## src/rtl/fetch_pkg.sv

```systemverilog
// Shared definitions for the fetch queue: default datapath width, the NOP
// encoding presented on an empty head, and the {pc, instr} entry layout.
package fetch_pkg;

    localparam int XLEN_DEFAULT = 32;

    // addi x0, x0, 0 -- a harmless instruction for decode to see when idle
    localparam logic [31:0] NOP_INSTR = 32'h00000013;

    typedef struct packed {
        logic [XLEN_DEFAULT-1:0] pc;
        logic [XLEN_DEFAULT-1:0] instr;
    } fetch_entry_t;

endpackage : fetch_pkg

```

## src/rtl/fetch_queue_mem.sv

```systemverilog
// Storage array for the fetch queue: DEPTH words of {pc, instr}, one
// synchronous write port and one combinational read port. Storage is not
// reset; the top-level pointers and count decide what is meaningful.
module fetch_queue_mem #(
    parameter int DEPTH = 4,
    parameter int WIDTH = 64
) (
    input  logic                     clk,
    input  logic                     wr_en,
    input  logic [$clog2(DEPTH)-1:0] wr_addr,
    input  logic [WIDTH-1:0]         wr_data,
    input  logic [$clog2(DEPTH)-1:0] rd_addr,
    output logic [WIDTH-1:0]         rd_data
);

    logic [WIDTH-1:0] mem_r [DEPTH];

    // Write the accepted entry into the slot addressed by the write pointer
    always_ff @(posedge clk) begin
        if (wr_en) begin
            mem_r[wr_addr] <= wr_data;
        end
    end

    assign rd_data = mem_r[rd_addr];

endmodule : fetch_queue_mem

```

## src/rtl/fetch_queue.sv

```systemverilog
// Instruction buffer between fetch and decode. Holds {pc, instr} pairs in
// order, absorbs decode stalls, and drops everything on a redirect flush.
// Optional feature macro: FETCH_QUEUE_BYPASS_EN -- when defined, an empty
// queue forwards the fetch word straight to decode in the same cycle.
module fetch_queue
    import fetch_pkg::*;
#(
    parameter int DEPTH = 4,
    parameter int XLEN  = XLEN_DEFAULT
) (
    input  logic                     clk,
    input  logic                     reset,
    input  logic                     flush,
    input  logic                     if_valid,
    input  logic [XLEN-1:0]          if_pc,
    input  logic [XLEN-1:0]          if_instr,
    output logic                     if_ready,
    output logic                     id_valid,
    output logic [XLEN-1:0]          id_pc,
    output logic [XLEN-1:0]          id_instr,
    input  logic                     id_ready,
    output logic [$clog2(DEPTH):0]   count
);

    localparam int ADDR_W = $clog2(DEPTH);
    localparam int CNT_W  = ADDR_W + 1;

    logic [ADDR_W-1:0] wr_ptr_r;
    logic [ADDR_W-1:0] rd_ptr_r;
    logic [CNT_W-1:0]  count_r;

    logic [2*XLEN-1:0] head_s;
    logic              mem_valid_s;
    logic              bypass_s;
    logic              wr_en_s;
    logic              mem_pop_s;

    fetch_queue_mem #(
        .DEPTH (DEPTH),
        .WIDTH (2*XLEN)
    ) u_mem (
        .clk     (clk),
        .wr_en   (wr_en_s),
        .wr_addr (wr_ptr_r),
        .wr_data ({if_pc, if_instr}),
        .rd_addr (rd_ptr_r),
        .rd_data (head_s)
    );

    // Decide what is written, what is consumed, and what decode sees
    always_comb begin
        mem_valid_s = (count_r != CNT_W'(0));
        if_ready    = (count_r != CNT_W'(DEPTH));
`ifdef FETCH_QUEUE_BYPASS_EN
        bypass_s    = (count_r == CNT_W'(0)) && if_valid && !flush;
`else
        bypass_s    = 1'b0;
`endif
        id_valid    = mem_valid_s || bypass_s;
        // A bypassed word that decode takes immediately never lands in storage
        wr_en_s     = if_valid && if_ready && !flush && !(bypass_s && id_ready);
        mem_pop_s   = mem_valid_s && id_ready && !flush;
        if (mem_valid_s) begin
            id_pc    = head_s[2*XLEN-1:XLEN];
            id_instr = head_s[XLEN-1:0];
        end else if (bypass_s) begin
            id_pc    = if_pc;
            id_instr = if_instr;
        end else begin
            id_pc    = {XLEN{1'b0}};
            id_instr = XLEN'(NOP_INSTR);
        end
    end

    // Advance pointers and occupancy; flush empties the queue ahead of push/pop
    always_ff @(posedge clk or posedge reset) begin
        if (reset) begin
            wr_ptr_r <= {ADDR_W{1'b0}};
            rd_ptr_r <= {ADDR_W{1'b0}};
            count_r  <= {CNT_W{1'b0}};
        end else if (flush) begin
            wr_ptr_r <= {ADDR_W{1'b0}};
            rd_ptr_r <= {ADDR_W{1'b0}};
            count_r  <= {CNT_W{1'b0}};
        end else begin
            if (wr_en_s) begin
                wr_ptr_r <= wr_ptr_r + ADDR_W'(1);
            end
            if (mem_pop_s) begin
                rd_ptr_r <= rd_ptr_r + ADDR_W'(1);
            end
            case ({wr_en_s, mem_pop_s})
                2'b10:   count_r <= count_r + CNT_W'(1);
                2'b01:   count_r <= count_r - CNT_W'(1);
                default: count_r <= count_r;
            endcase
        end
    end

    assign count = count_r;

endmodule : fetch_queue

```

## config.mk

```make
export PLATFORM = sky130hd
export DESIGN_NAME = fetch_queue
export DESIGN_NICKNAME = d
export VERILOG_FILES = /design/src/rtl/fetch_pkg.sv /design/src/rtl/fetch_queue_mem.sv /design/src/rtl/fetch_queue.sv
export SDC_FILE = /design/constraint.sdc
export NUM_CORES = 1
export LEC_CHECK = 0
export ABC_AREA = 1
export CAP_MARGIN = 25
export CORE_ASPECT_RATIO = 1.75
export CORE_MARGIN = 2
export CORE_UTILIZATION = 33
export CTS_CLUSTER_DIAMETER = 60
export CTS_CLUSTER_SIZE = 25
export DETAILED_ROUTE_END_ITERATION = 6
export GPL_TIMING_DRIVEN = 1
export PLACE_DENSITY_LB_ADDON = 0.2
export SLEW_MARGIN = 20
export SYNTH_ARGS = -nofsm -noshare
export SYNTH_HDL_FRONTEND = slang
export SYNTH_SLANG_ARGS = --single-unit
```

## constraint.sdc

```tcl
create_clock -name clk -period 9.1 [get_ports clk]
set_input_delay 0.91 -clock clk [delete_from_list [all_inputs] [get_ports clk]]
set_output_delay 0.91 -clock clk [all_outputs]
set_load 0.03 [all_outputs]
```

==> results by group <==
Run status
  • Status: finished, final reports clean

Pwr
  • Pint: roughly 2.2 mW
  • Sw Ratio: 38.0%
  • Seq pwr share: between 40% and 50%
  • Logic pwr share: 39.5%
  • Clock share of power: 19.5%
  • Pwr Density: between 200 and 300 nW/um2
  • P_sw: about 1.4 mW
  • LEAKAGE: approximately 4.1 nW
  • Peak VDD IR: ~180 uV
  • Tot Pwr: 3.56 mW

Timing
  • Final hold slack: between 0.5 and 0.6 ns
  • Headroom to the max-slew limit: approximately 45%
  • Final hold viol count: 0
  • Setup TNS: 0 ns
  • Clk_skew: between 0.015 and 0.02 ns
  • RSZ-0062 raised after global routing: false
  • Final Max Tran Viols: 0
  • Tmin final: 4.83 ns
  • Fmax: about 210 MHz
  • Worst-margin pin slew: between 0.8 and 0.9 ns
  • Final setup viols: 0
  • Setup WS post-layout: 4.27 ns
  • Crit share post-route: a little over half

Global route
  • Grt total ovfl: 0
  • Largest net degree at the start of global routing: between 80 and 90
  • First-pass GRT wire length: around 36000 um
  • Initial antenna violation count: 0
  • Tot GR Track Use: 14.9%
  • Vias in the first global route: 6385

Finish
  • Final Cell Area: roughly 13000 um2
  • Commonest non-fill, non-tap cell in the layout: nor2_1
  • Utilization after layout: 40.6%
  • Most frequent cells in the layout: 257 x nor2_1, 256 x edfxtp_1, 137 x clkdlybuf4s50_1
  • Area grow syn2layout: 21.3%
  • Final non-filler cell total: approximately 1300
  • Net count, final: just over 1000
  • ANT cells: 0
  • Layout cell share with drive strength beyond 1: under 10%

Synth
  • Post-synthesis cell count: 816
  • Dominant cell type by area after synthesis: edfxtp_1
  • Flops & latches, synth: about 260
  • Area share of the largest cell type after synthesis: roughly three quarters
  • Main combinational cell family by area after synthesis: simple AND/OR/NAND/NOR gates
  • Fraction of synthesized area in multiplexers: 0%
  • Syn nets: roughly 900
  • Yosys cell types: 21
  • Simple-gate share of the synthesized area: 10.5%
  • Synthesis warning total: 0
  • Largest cells by area after synthesis: edfxtp_1 74%, nor2_1 9.5%, o21ai_0 6.0%, a21oi_1 3.1%, dfrtp_1 1.7%
  • Post-synthesis xor/xnor area fraction: less than 1%
  • Adder-Cell Fraction of Synth Area: 0.678%
  • Compound-Gate Fraction of Synth Area: approximately a tenth
  • Mean post-synth cell area: ~13 um2
  • Synthesized area: 10300 um2
  • Register area share after synthesis: approximately three quarters

Placed design
  • Buffers on Ports: around 140
  • Area after DPL: between 10000 and 15000 um2
  • Placed Cells: around 1300
  • Setup WS pre-CTS: ~4.6 ns
  • Placer Congestion: about 0.75
  • Post-DP HPWL: 13900 um

Clock network
  • Clock Latency Late Sink: 0.50 ns
  • CTS Sinks: 263
  • Worst-path clk slew: around 0.090 ns
  • Root Driver: clkbuf_16
  • CTS H-Tree Depth: 1
  • CTS tree: done
  • Setup Buffers After CTS: 0
  • Deepest clock path buffer count: 3
  • Total CTS buffers: 15
  • Post-CTS Resized: 0
  • CTS Hold Buffers Added: 0

Route
  • 1st-iter DRT viols: about 350
  • DRT Pass-1 Iters: 6
  • Post-route DRC violation count: 0
  • Routed via count: roughly 6500
  • Vias per Instance: 4.86
  • Antenna violation net count after detailed routing: 0
  • Final WL: roughly 25000 um
  • Routed len/inst: 18.4 um

Die
  • Die height: about 240 um
  • I/O pins: about 140
  • Core ar.: 30800 um2
  • Row count: 85
  • Starting Density: 33.5%
  • Die area: approximately 33000 um2
  • Horiz. Die Dim: 138 um

Worst setup path
  • Slowest cell on the critical path: dfrtp_4
  • Critical path endpoint category: output pin
  • CP cell instances: clkinv_2, buf_4, nor2_1, nor2_1, o21ai_0, o311ai_0, clkdlybuf4s50_1
  • Crit start category: register
  • WS Path Type: reg -> out
  • Max stage delay on crit path: between 0.9 and 1 ns
  • CP dominant cell by count: nor2_1
  • Worst EP arrival: 3.92 ns
  • Crit Path Max Fanout: 81
  • Critical path buffers and inverters: 3
  • Top delay family on crit path: buffers and inverters
  • WP data required: approximately 8.2 ns

Min path
  • Hold Path Class: reg -> reg

Flow run
  • Max-cap violations: 0
[path summary, 6_finish.rpt]
check | startpoint | endpoint | slack [ns] | depth (start not counted)
max | rd_ptr_r[0] | id_instr[0] | 4.27 | 7
min | count[2] | count[2] | 0.59 | 2
max reg2reg | count[0] | u_mem.mem_r[0][63] | 6.25 | 7
min reg2reg | count[2] | count[2] | 0.59 | 2
max in group asynchronous | reset | rd_ptr_r[1] | 8.16 | 2
min in group asynchronous | reset | count[0] | 0.67 | 2
[cells by family (layout without fill, tap and decap cells)]
logic type | count (synthesis) | after routing
buffers and inverters | 63 | 187
and+or+nand+nor | 287 | 287
DFF | 263 | 263
xor gates and xnor gates | 1 | 1
adders and majority gates | 5 | 5
AOI/OAI and AO/OA | 197 | 197
[area by class of cell]
class                      count  area [um2]
inverter                      15        57.6
clock inverter                 5        45.0
clock buffer                  18         397
tap                          391         489
fill                        2912       18300
multi-input combinational    490        2190
timing repair buffer         149        1470
sequential                   263        7870
[worst min-delay path, delay by kind of cell (launching register included)]
family,cells,cell delay [ns]
flip-flops,1,0.43
AND/OR/NAND/NOR,2,0.13
[sequential cells by signal, indices dropped and copies added (netlist names)]
name,cells
count,3
u_mem.mem_r,256
rd_ptr_r,2
wr_ptr_r,2
[synth_stat cells]
master	instances
fa_1	1
nand3_1	2
o21ai_1	5
buf_2	10
ha_1	4
nand2_1	22
buf_6	1
xnor2_1	1
inv_1	13
dfrtp_1	7
a21oi_1	64
o311ai_0	3
inv_2	2
nor2_2	2
clkbuf_1	19
buf_4	12
nor2_1	261
buf_1	6
o21ai_0	124
a21boi_0	1
edfxtp_1	256
[routing by layer]
metal | wire (um) | vias to the layer above | track usage, %
met4 | 627 | 0 | 5.41
met5 | 0 | - | 0
li1 | - | 3100 | -
met2 | 13500 | 116 | 28.1
met1 | 9670 | 3223 | 17.0
met3 | 751 | 27 | 1.49
[power groups by stage]
stage / combinational (mW) / sequential [mW] / clock, mW
2_1_floorplan: 0.854 / 1.47 / 0
4_1_cts: 1.44 / 1.46 / 0.718
3_5_place_dp: 1.44 / 1.49 / 0
3_3_place_gp: 1.44 / 1.48 / 0
5_1_grt: 1.52 / 1.47 / 0.756
6_report: 1.41 / 1.46 / 0.693
Power figures use the tool's default switching activity.
